<file path="src/rtl/spi_pix_pkg.sv">
// -----------------------------------------------------------------------------
// spi_pix_pkg
// Shared definitions for the SPI pixel frame store:
//   state_t    - receive FSM states (idle, header, pixel, drop)
//   pix_width  - pixel word width in bits for a given bytes-per-LED
//   bpl_legal  - legality check for the bytes-per-LED parameter (GRB/GRBW)
// -----------------------------------------------------------------------------
package spi_pix_pkg;

   typedef enum logic [1:0] {
      S_IDLE,
      S_HDR,
      S_PIX,
      S_DROP
   } state_t;

   localparam int unsigned BPL_GRB  = 3;
   localparam int unsigned BPL_GRBW = 4;

   function automatic int unsigned pix_width(input int unsigned bpl);
      return 8 * bpl;
   endfunction

   function automatic bit bpl_legal(input int unsigned bpl);
      return (bpl == BPL_GRB) || (bpl == BPL_GRBW);
   endfunction

endpackage

</file>
<file path="src/rtl/pix_sdp_ram.sv">
// -----------------------------------------------------------------------------
// pix_sdp_ram
// Simple dual-port RAM: one write port, one read port with registered output.
// Contents are not reset.
// Ports:
//   i_clk            clock
//   i_we             write enable
//   i_waddr/i_wdata  write address / data
//   i_raddr          read address (sampled on i_clk)
//   o_rdata          read data, one cycle after i_raddr
// -----------------------------------------------------------------------------
module pix_sdp_ram #(
   parameter int unsigned AW = 6,
   parameter int unsigned DW = 24
) (
   input  logic          i_clk,
   input  logic          i_we,
   input  logic [AW-1:0] i_waddr,
   input  logic [DW-1:0] i_wdata,
   input  logic [AW-1:0] i_raddr,
   output logic [DW-1:0] o_rdata
);

   logic [DW-1:0] r_mem [2**AW];
   logic [DW-1:0] r_rdata;

   always_ff @(posedge i_clk) begin
      if (i_we) begin
         r_mem[i_waddr] <= i_wdata;
      end
      r_rdata <= r_mem[i_raddr];
   end

   assign o_rdata = r_rdata;

endmodule

</file>
<file path="src/rtl/spi_pixel_frame_store.sv">
// -----------------------------------------------------------------------------
// spi_pixel_frame_store
// Multi-channel double-buffered pixel store between an SPI byte receiver and
// NUM_CHANNELS LED string drivers. Each SSEL-framed transaction carries a
// channel header byte followed by pixel bytes (MSB first). Pixels land in the
// channel's shadow bank; on SSEL release the frame is committed (PENDING) and
// becomes active only while the driver signals its latch gap (SWAP_REQ).
// Ports:
//   CLK, RST      clock, synchronous active-high reset
//   SSEL          raw active-low slave select (asynchronous)
//   RX_DATA       received byte, valid with RX_READY strobe
//   SWAP_REQ      per-channel driver latch-gap level
//   RD_CH/RD_ADDR read channel / pixel index
//   RD_DATA       active-bank pixel, 1-cycle latency (0 when RD_LIT=0)
//   RD_LIT        RD_ADDR below the active pixel count of RD_CH
//   PENDING       per-channel committed frame awaiting swap
//   ACTIVE_BANK   per-channel displayed bank
//   ERR_BADCH     sticky: header byte out of channel range
//   ERR_OVF       sticky: more than NUM_LEDS pixels in a frame
//   ERR_PARTIAL   sticky: frame ended mid-pixel
// -----------------------------------------------------------------------------
module spi_pixel_frame_store
   import spi_pix_pkg::*;
#(
   parameter int unsigned NUM_CHANNELS  = 4,
   parameter int unsigned NUM_LEDS      = 8,
   parameter int unsigned BYTES_PER_LED = 3,
   parameter int unsigned LED_AW        = $clog2(NUM_LEDS),
   parameter int unsigned CH_AW         = (NUM_CHANNELS > 1) ? $clog2(NUM_CHANNELS) : 1
) (
   input  logic                                  CLK,
   input  logic                                  RST,
   input  logic                                  SSEL,
   input  logic [7:0]                            RX_DATA,
   input  logic                                  RX_READY,
   input  logic [NUM_CHANNELS-1:0]               SWAP_REQ,
   input  logic [CH_AW-1:0]                      RD_CH,
   input  logic [LED_AW-1:0]                     RD_ADDR,
   output logic [pix_width(BYTES_PER_LED)-1:0]   RD_DATA,
   output logic                                  RD_LIT,
   output logic [NUM_CHANNELS-1:0]               PENDING,
   output logic [NUM_CHANNELS-1:0]               ACTIVE_BANK,
   output logic                                  ERR_BADCH,
   output logic                                  ERR_OVF,
   output logic                                  ERR_PARTIAL
);

   if (!bpl_legal(BYTES_PER_LED)) begin : g_bpl_check
      $error("BYTES_PER_LED must be 3 or 4");
   end

   localparam int unsigned PW = pix_width(BYTES_PER_LED);
   localparam int unsigned CW = LED_AW + 1;
   localparam int unsigned AW = CH_AW + 1 + LED_AW;
   localparam logic [CW-1:0] CNT_MAX  = CW'(NUM_LEDS);
   localparam logic [1:0]    IDX_LAST = 2'(BYTES_PER_LED - 1);

   // SSEL synchroniser and edge history
   logic r_ssel_meta;
   logic r_ssel_sync;
   logic r_ssel_hist;
   logic w_start;
   logic w_end;

   // receive FSM
   state_t            r_state;
   logic [CH_AW-1:0]  r_cur_ch;
   logic [1:0]        r_byte_idx;
   logic [CW-1:0]     r_addr;
   logic [PW-9:0]     r_acc;

   // per-channel bookkeeping
   logic [CW-1:0]           r_shadow_cnt [NUM_CHANNELS];
   logic [CW-1:0]           r_active_cnt [NUM_CHANNELS];
   logic [NUM_CHANNELS-1:0] r_pending;
   logic [NUM_CHANNELS-1:0] r_active_bank;
   logic                    r_err_badch;
   logic                    r_err_ovf;
   logic                    r_err_partial;

   // datapath wires
   logic                    w_hdr_ok;
   logic [CH_AW-1:0]        w_hdr_ch;
   logic                    w_full;
   logic                    w_accept;
   logic                    w_last;
   logic                    w_wr_en;
   logic [PW-1:0]           w_wr_data;
   logic [AW-1:0]           w_wr_addr;
   logic [1:0]              w_idx_nx;
   logic [NUM_CHANNELS-1:0] w_swap;

   // read side
   logic             w_rd_ch_ok;
   logic [CH_AW-1:0] w_rd_ch;
   logic [AW-1:0]    w_rd_addr;
   logic             w_rd_lit;
   logic             r_rd_lit;
   logic [PW-1:0]    w_ram_q;

   assign w_start = r_ssel_hist & ~r_ssel_sync;
   assign w_end   = ~r_ssel_hist & r_ssel_sync;

   assign w_hdr_ok  = 32'(RX_DATA) < NUM_CHANNELS;
   assign w_hdr_ch  = RX_DATA[CH_AW-1:0];
   assign w_full    = (r_addr == CNT_MAX);
   assign w_accept  = (r_state == S_PIX) && RX_READY && !w_full;
   assign w_last    = (r_byte_idx == IDX_LAST);
   assign w_wr_en   = w_accept && w_last;
   assign w_wr_data = {r_acc, RX_DATA};
   assign w_wr_addr = {r_cur_ch, ~r_active_bank[r_cur_ch], r_addr[LED_AW-1:0]};

   // byte index after this cycle's byte; the end-of-frame partial check
   // must see it so a byte arriving together with SSEL release counts
   always_comb begin
      w_idx_nx = r_byte_idx;
      if (w_accept) begin
         w_idx_nx = w_last ? 2'd0 : r_byte_idx + 2'd1;
      end
   end

   // a channel being filled never swaps; its shadow bank is in flux
   always_comb begin
      w_swap = '0;
      for (int unsigned c = 0; c < NUM_CHANNELS; c++) begin
         w_swap[c] = SWAP_REQ[c] && r_pending[c] &&
                     !((r_state == S_PIX) && (r_cur_ch == CH_AW'(c)));
      end
   end

   always_ff @(posedge CLK) begin
      if (RST) begin
         r_ssel_meta   <= 1'b1;
         r_ssel_sync   <= 1'b1;
         r_ssel_hist   <= 1'b1;
         r_state       <= S_IDLE;
         r_cur_ch      <= '0;
         r_byte_idx    <= '0;
         r_addr        <= '0;
         r_acc         <= '0;
         r_pending     <= '0;
         r_active_bank <= '0;
         r_err_badch   <= 1'b0;
         r_err_ovf     <= 1'b0;
         r_err_partial <= 1'b0;
         for (int unsigned c = 0; c < NUM_CHANNELS; c++) begin
            r_shadow_cnt[c] <= '0;
            r_active_cnt[c] <= '0;
         end
      end else begin
         r_ssel_meta <= SSEL;
         r_ssel_sync <= r_ssel_meta;
         r_ssel_hist <= r_ssel_sync;

         // swaps first; header/commit assignments below take precedence
         for (int unsigned c = 0; c < NUM_CHANNELS; c++) begin
            if (w_swap[c]) begin
               r_active_bank[c] <= ~r_active_bank[c];
               r_active_cnt[c]  <= r_shadow_cnt[c];
               r_pending[c]     <= 1'b0;
            end
         end

         if (w_start) begin
            // also restarts a frame on an SSEL glitch outside IDLE
            r_state    <= S_HDR;
            r_byte_idx <= '0;
            r_addr     <= '0;
         end else begin
            case (r_state)
               S_IDLE: ;
               S_HDR: begin
                  if (RX_READY && w_hdr_ok) begin
                     r_cur_ch               <= w_hdr_ch;
                     r_shadow_cnt[w_hdr_ch] <= '0;
                     // header then immediate release commits an empty frame
                     r_pending[w_hdr_ch]    <= w_end;
                     r_state                <= w_end ? S_IDLE : S_PIX;
                  end else if (RX_READY) begin
                     r_err_badch <= 1'b1;
                     r_state     <= w_end ? S_IDLE : S_DROP;
                  end else if (w_end) begin
                     r_state <= S_IDLE;
                  end
               end
               S_PIX: begin
                  if (RX_READY && w_full) begin
                     r_err_ovf <= 1'b1;
                  end
                  if (w_accept) begin
                     r_acc      <= {r_acc[PW-17:0], RX_DATA};
                     r_byte_idx <= w_idx_nx;
                  end
                  if (w_wr_en) begin
                     r_addr <= r_addr + CW'(1);
                     if (r_shadow_cnt[r_cur_ch] != CNT_MAX) begin
                        r_shadow_cnt[r_cur_ch] <= r_shadow_cnt[r_cur_ch] + CW'(1);
                     end
                  end
                  if (w_end) begin
                     r_state             <= S_IDLE;
                     r_pending[r_cur_ch] <= 1'b1;
                     if (w_idx_nx != 2'd0) begin
                        r_err_partial <= 1'b1;
                     end
                  end
               end
               S_DROP: begin
                  if (w_end) begin
                     r_state <= S_IDLE;
                  end
               end
               default: r_state <= S_IDLE;
            endcase
         end
      end
   end

   // read side: bank selected in the same cycle as the address
   assign w_rd_ch_ok = 32'(RD_CH) < NUM_CHANNELS;
   assign w_rd_ch    = w_rd_ch_ok ? RD_CH : '0;
   assign w_rd_addr  = {w_rd_ch, r_active_bank[w_rd_ch], RD_ADDR};
   assign w_rd_lit   = w_rd_ch_ok && ({1'b0, RD_ADDR} < r_active_cnt[w_rd_ch]);

   always_ff @(posedge CLK) begin
      if (RST) begin
         r_rd_lit <= 1'b0;
      end else begin
         r_rd_lit <= w_rd_lit;
      end
   end

   pix_sdp_ram #(
      .AW (AW),
      .DW (PW)
   ) u_ram (
      .i_clk   (CLK),
      .i_we    (w_wr_en),
      .i_waddr (w_wr_addr),
      .i_wdata (w_wr_data),
      .i_raddr (w_rd_addr),
      .o_rdata (w_ram_q)
   );

   assign RD_DATA     = r_rd_lit ? w_ram_q : '0;
   assign RD_LIT      = r_rd_lit;
   assign PENDING     = r_pending;
   assign ACTIVE_BANK = r_active_bank;
   assign ERR_BADCH   = r_err_badch;
   assign ERR_OVF     = r_err_ovf;
   assign ERR_PARTIAL = r_err_partial;

endmodule

</file>
<file path="config.mk">
export PLATFORM = sky130hd
export DESIGN_NAME = spi_pixel_frame_store
export DESIGN_NICKNAME = d
export VERILOG_FILES = /design/src/rtl/spi_pix_pkg.sv /design/src/rtl/pix_sdp_ram.sv /design/src/rtl/spi_pixel_frame_store.sv
export SDC_FILE = /design/constraint.sdc
export NUM_CORES = 1
export LEC_CHECK = 0
export ABC_AREA = 1
export CAP_MARGIN = 10
export CORE_MARGIN = 4
export CORE_UTILIZATION = 40
export DETAILED_ROUTE_END_ITERATION = 10
export PLACE_DENSITY = 0.54
export SLEW_MARGIN = 20
export SYNTH_ARGS = -nofsm -noshare
export SYNTH_HDL_FRONTEND = slang
export SYNTH_HIERARCHICAL = 1
export SYNTH_SLANG_ARGS = --single-unit
</file>
<file path="constraint.sdc">
create_clock -name CLK -period 4.4 [get_ports CLK]
set_input_delay 0.88 -clock CLK [delete_from_list [all_inputs] [get_ports CLK]]
set_output_delay 0.88 -clock CLK [all_outputs]
set_load 0.05 [all_outputs]
</file>
==> results of run 1 <==
[cell type report]
cell class / count / area [µm²]
Fill cell: 15200 / 90000
Antenna cell: 2 / 5.00
Multi-Input combinational cell: 3656 / 16000
Inverter: 102 / 420
Sequential cell: 1635 / 48400
Timing Repair Buffer: 214 / 2030
Tap cell: 2189 / 2740
Clock buffer: 233 / 4700
Clock inverter: 90 / 823
[synthesized netlist by cell type, drive strengths merged (2+ instances only)]
| library cell | n |
|---|---|
| a21oi | 17 |
| nor2 | 156 |
| o21ai | 32 |
| nand4 | 15 |
| edfxtp | 1568 |
| clkbuf | 70 |
| nand2 | 2064 |
| buf | 280 |
| o211ai | 2 |
| clkinv | 2 |
| o22ai | 2 |
| dfxtp | 67 |
| a32o | 2 |
| or2 | 4 |
| nor3 | 2 |
| nand3 | 1336 |
| nor4 | 8 |
| inv | 100 |
| ha | 10 |
[cells by family (layout without fill, tap and decap cells)]
family	after synthesis	after routing	synth area share, %
compound gates	57	57	0.462
buf+inv	452	639	3.63
flops	1635	1635	72.7
simple gates	3587	3587	23.0
other cells	0	2	0
xor+xnor	2	2	0.0263
fa+ha+maj	10	10	0.188
[where the power goes]
part           switching (mW)  total (mW)  internal, mW
registers               0.129        17.2          17.1
logic                    1.67        2.18         0.518
clock network            6.00        14.2          8.21
total                    7.79        33.6          25.8
[how the worst max path moves through the flow]
stage | start | to | slack [ns] | cells after the start
floorplan | RX_READY | u_ram/r_mem[48][0] | -0.21 | 7
CTS | RD_LIT | RD_DATA[1] | 0.68 | 4
global placement | RX_READY | u_ram/r_mem[50][0] | 0.80 | 8
finish | RD_LIT | RD_DATA[15] | 0.79 | 4
detailed placement | RX_READY | u_ram/r_mem[54][0] | 0.74 | 8
global route | RD_LIT | RD_DATA[15] | 0.66 | 4
[registers in the layout (all words and copies together), names as in the netlist, 4 cells and up, named ones only]
name / cells
r_addr: 4
ACTIVE_BANK: 4
u_ram/r_mem: 1536
r_shadow_cnt: 16
r_active_cnt: 16
PENDING: 4
u_ram/o_rdata: 24
r_acc: 16
[per-layer routing]
metal | global-route usage [%] | vias to the layer above
met1 | 30.9 | 21400
met5 | 0 | -
met2 | 34.7 | 1604
met4 | 7.24 | 4
li1 | - | 20100
met3 | 3.26 | 305
[per-stage QoR]
step	instance area (µm²)	std cells	setup TNS, ns	utilization [%]	hold WS [ns]
after CTS	75100	8119	0	45.5	0.412
after global routing	75100	8119	0	45.5	0.423
after detailed placement	69600	7796	0	42.1	0.398
after global placement	69600	7796	0	42.1	0.396
final	75100	8121	0	45.5	0.409
after floorplan	66600	5743	-39.83	-	0.389
[layout by cell type, fill, tap and decap left out, types with 3 or more instances in the layout]
cell,instances
o21ai_0,31
nand2_1,2056
edfxtp_1,1568
inv_1,90
nand4_1,14
nand2_2,6
clkbuf_1,52
a21oi_1,16
clkinv_1,48
nand3_1,1335
or2_2,4
ha_1,10
clkinv_8,7
nor4_2,8
inv_2,6
clkdlybuf4s50_1,44
buf_4,133
dfxtp_2,15
buf_12,25
nor2_2,59
nor2_1,90
clkinv_2,18
clkbuf_16,179
buf_8,3
nor2_4,7
buf_2,9
bufinv_16,12
dfxtp_1,51
==> results.py, run 1 <==
metrics = {
    "setup_path": {
        "crit_family": "buffers and inverters",
        "timing.rr.start": "r_addr[0]",
        "rrSetupSlack_ns": 1.02,
        "cp-start-kind": "register",
        "reg2reg_to": "u_ram/r_mem[52][2]",
        "critical_path.max_stage_delay_ns": 0.81,
        "crit_chain": "buf_4, nand2_1, inv_1, clkdlybuf4s50_1",
        "slowest_stage": "clkdlybuf4s50_1",
        "crit_type": "reg -> out",
        "worst_setup_path_end_kind": "output port",
        "critPathBufInv": 3,
        "crit_fanout": 25,
        "cp_data_arrival_time_ns": 2.73,
        "reg2reg_depth": 8,
        "required_ns": 3.52,
    },
    "logic_synthesis": {
        "syn-mean-instance-area_um2": 11.6,
        "synthFlopType": "edfxtp_1",
        "syn_inst": 5743,
        "yosys_register_bits": 1635,
        "synth_edf_count": 1568,
        "yosysTopAreaCell": "edfxtp_1",
        "yosys-top-cells-area": "edfxtp_1 (71%), nand2_1 (12%), nand3_1 (10%), dfxtp_1 (2.0%), buf_2 (1.3%)",
        "syn_area_mm2": 0.0666,
        "synth_warnings": 6,
        "synthArstFlopShare_pct": 0,
        "ys_types": 39,
        "syn_nets": 5774,
        "yosysTopAreaCellShare_pct": 70.7,
        "ys_seq_area_share_pct": 72.7,
    },
    "grt": {
        "grt_util_all_layers_pct": 21.8,
        "grt-ovfl-total": 0,
        "grt_max_degree": 155,
        "grt_pass1_wl_um": 280000,
        "grt_pass1_vias": 40200,
        "grt_antenna_before_repair": 4,
    },
    "route": {
        "routedWlPerCell_um": 23.7,
        "routed.top_layer": "met5",
        "drc": 0,
        "wl_met2_um": 90300,
        "viasPerCell": 5.35,
        "wl_met3_um": 13500,
        "num_vias": 43400,
        "wirelength_um": 193000,
        "drt-initial-drc-count": 4692,
        "drtPass1Iterations": 6,
        "wl_met1_um": 82500,
        "detail-route-antenna-nets": 0,
    },
    "clocking": {
        "cts-buffers-inserted": 176,
        "clk_path_buf_depth": 3,
        "cts_resized": 0,
        "cts_tree": "built",
        "holdBufCountCts": 0,
        "cts.sinks": 1635,
        "htree_levels": 4,
        "cts_root_buf": "clkbuf_16",
        "cts_setup_buffers": 0,
        "insertion_delay_ns": 0.80,
        "cts.clk_slew.worst_paths_ns": 0.06,
    },
    "power": {
        "power_leakage_nw": 26.9,
        "ir_worst_vdd_v": 0.000340,
        "powerDensity_mw_per_mm2": 447,
        "finalPower_mw": 33.6,
    },
    "timing": {
        "fin_worst_skew_ns": 0.0263,
        "fin_crit_sh_pct": 82.0,
        "slew_viol_final": 0,
        "worst_slack_ns": 0.793,
        "min_period_ns": 3.61,
        "rsz0062_at_grt": "no",
        "relSlewSlack_pct": 23.8,
        "max_freq_mhz": 277,
        "setup_viol_count_final": 0,
        "worst_pin_slew_ns": 1.14,
        "hold_violations": 0,
    },
    "final_layout": {
        "layout.nets": 5816,
        "areaGrowthSynthToFinish_pct": 12.8,
        "drive_gt1_share_pct": 8.60,
    },
    "floorplanning": {
        "die-area_mm2": 0.173,
        "fp.dieH_um": 416,
        "die_w_um": 416,
        "coreArea_mm2": 0.165,
        "rows": 149,
        "start_util_pct": 40.3,
        "io_pins": 57,
    },
    "placed_design": {
        "place.gp.congestion": 0.876,
        "pre_cts_ws_ns": 0.740,
        "detailed_place_hpwl_um": 112000,
        "port-buffer-count": 56,
    },
    "hold_path": {
        "hp-class": "reg -> reg",
        "holdPathEnd": "r_ssel_sync",
        "holdPathStages": 1,
        "hp-start": "r_ssel_meta",
    },
    "flow_run": {
        "max_cap_viol_count": 0,
    },
    "run_status": {
        "status": "finished, final reports clean",
    },
}
(Power assumes the default switching activity.)
==> run 2, diff against run 1 <==
Settings changed: PLACE_DENSITY 0.54 to 0.52.
Clock period 4.4 ns to 3.4 ns, I/O delays scaled along.
==> run 2 against run 1 <==
  * Sequential share of layout area decreased by 1.1 points
  * Count of clock-buffer cells in the layout decreased by 21
  * Core utilization increased by 0.77 points
  * First-iteration DRC count decreased by 8.0%
  * Global-route usage increased by 0.70 points
  * Largest power group unchanged
==> results.py, run 2 (synthesis results as in run 1) <==
metrics = {
    "run_status": {
        "status": "finished, final reports clean",
    },
    "floorplanning": {
        "coreArea_mm2": 0.165,
        "start_util_pct": 40.3,
        "rows": 149,
        "fp.dieH_um": 416,
        "die_w_um": 416,
        "die-area_mm2": 0.173,
        "io_pins": 57,
    },
    "grt": {
        "grt_pass1_vias": 42000,
        "grt-ovfl-total": 0,
        "grt_antenna_before_repair": 14,
        "grt_util_all_layers_pct": 22.5,
        "grt_pass1_wl_um": 289000,
        "grt_max_degree": 140,
    },
    "clocking": {
        "clk_path_buf_depth": 3,
        "cts-buffers-inserted": 171,
        "cts_resized": 0,
        "cts_setup_buffers": 0,
        "cts_tree": "built",
        "cts.clk_slew.worst_paths_ns": 0.06,
        "cts.sinks": 1635,
        "holdBufCountCts": 0,
        "insertion_delay_ns": 0.81,
        "cts_root_buf": "clkbuf_16",
        "htree_levels": 4,
    },
    "final_layout": {
        "areaGrowthSynthToFinish_pct": 14.7,
        "largest-register": "u_ram/r_mem",
        "final_cell_mix": "nand2_1 (2056), edfxtp_1 (1568), nand3_1 (1335), clkbuf_16 (174), buf_4 (162)",
        "layout.nets": 5878,
        "drive_gt1_share_pct": 10.4,
        "fin_area_mm2": 0.0764,
        "largest_register_ffs": 1536,
        "mostFrequentLayoutCell": "nand2_1",
        "utilization_pct": 46.3,
    },
    "route": {
        "num_vias": 43800,
        "viasPerCell": 5.35,
        "routedWlPerCell_um": 24.1,
        "drc": 0,
        "drt-initial-drc-count": 4318,
        "wirelength_um": 197000,
        "detail-route-antenna-nets": 0,
        "drtPass1Iterations": 6,
    },
    "timing": {
        "fin_crit_sh_pct": 88.3,
        "hold_ws_ns": 0.341,
        "rsz0062_at_grt": "no",
        "setup_viol_count_final": 0,
        "slew_viol_final": 0,
        "min_period_ns": 3.00,
        "fin_worst_skew_ns": 0.0203,
        "hold_violations": 0,
        "max_freq_mhz": 333,
        "worst_pin_slew_ns": 1.07,
        "relSlewSlack_pct": 28.3,
    },
    "flow_run": {
        "max_cap_viol_count": 0,
    },
    "setup_path": {
        "required_ns": 3.89,
        "worst_setup_path_end_kind": "register",
        "reg2reg_depth": 7,
        "cp-start-kind": "register",
        "cp_data_arrival_time_ns": 3.50,
        "rrSetupSlack_ns": 0.40,
        "crit_type": "reg -> reg",
        "crit_fanout": 24,
    },
    "power": {
        "ir_worst_vdd_v": 0.000473,
        "power_leakage_nw": 27.6,
        "powerDensity_mw_per_mm2": 569,
    },
    "placed_design": {
        "port-buffer-count": 56,
        "place.gp.congestion": 0.891,
        "dpl_cell_area_mm2": 0.0709,
        "detailed_place_hpwl_um": 117000,
    },
    "hold_path": {
        "hp-class": "in -> reg",
        "holdPathStages": 5,
    },
}
==> run 2: changes by cell type in the layout (fill, tap and decap cells not counted), moves of 3 or more <==
| cell | delta |
|---|---|
| buf_12 | +63 |
| buf_4 | +29 |
| clkbuf_1 | -16 |
| clkbuf_16 | -5 |
| clkdlybuf4s50_1 | -25 |
| clkinv_1 | -11 |
| clkinv_2 | +18 |
| diode_2 | +5 |
| nor2_2 | -3 |
| nor2_4 | +3 |
| nor4_2 | -8 |
| nor4_4 | +8 |
==> run 2: cell type report <==
cell class / instances / area (µm²)
Inverter: 102 / 420
Sequential cell: 1635 / 48400
Timing Repair Buffer: 281 / 3260
Clock inverter: 103 / 953
Tap cell: 2189 / 2740
Antenna cell: 7 / 17.5
Multi-Input combinational cell: 3656 / 16100
Fill cell: 15100 / 88800
Clock buffer: 212 / 4520
==> run 2: power by group <==
group / total [mW] / internal (mW) / leakage, nW / switching, mW
clock network: 18.3 / 10.5 / 2.68 / 7.79
logic: 2.90 / 0.718 / 11.0 / 2.18
registers: 22.3 / 22.1 / 13.9 / 0.150
total: 43.5 / 33.3 / 27.6 / 10.1
==> run 2: metal layers <==
metal | track usage [%] | vias to the layer above | routed length (µm)
met3 | 3.69 | 279 | 12800
met4 | 7.64 | 4 | 6550
li1 | - | 20300 | -
met5 | 0 | - | 26
met1 | 32.3 | 21800 | 87500
met2 | 35.0 | 1435 | 90300
==> run 2: critical path, stage by stage, from the launching register on <==
cell      delay [ns]
dfxtp_1         0.73
inv_1           0.16
nand2_1         0.16
o211ai_1        0.30
inv_1           0.25
nand3_1         0.50
nor2_2          0.32
buf_12          0.23
==> run 2: final timing paths <==
kind | from | to
setup / recovery | r_cur_ch[1] | u_ram/r_mem[22][13]
hold / removal | RX_DATA[6] | ERR_BADCH
setup reg to reg | r_cur_ch[1] | u_ram/r_mem[22][13]
hold reg to reg | r_ssel_meta | r_ssel_sync
==> run 2: per-stage QoR <==
stage	instances	TNS (ns)	setup slack, ns	total power [mW]
2_1_floorplan	5743	-35.39	-0.184	24.3
3_3_place_gp	7863	0	0.226	25.6
3_5_place_dp	7863	0	0.175	25.6
4_1_cts	8178	0	0.443	43.9
5_1_grt	8178	0	0.229	45.0
6_report	8185	0	0.397	43.5
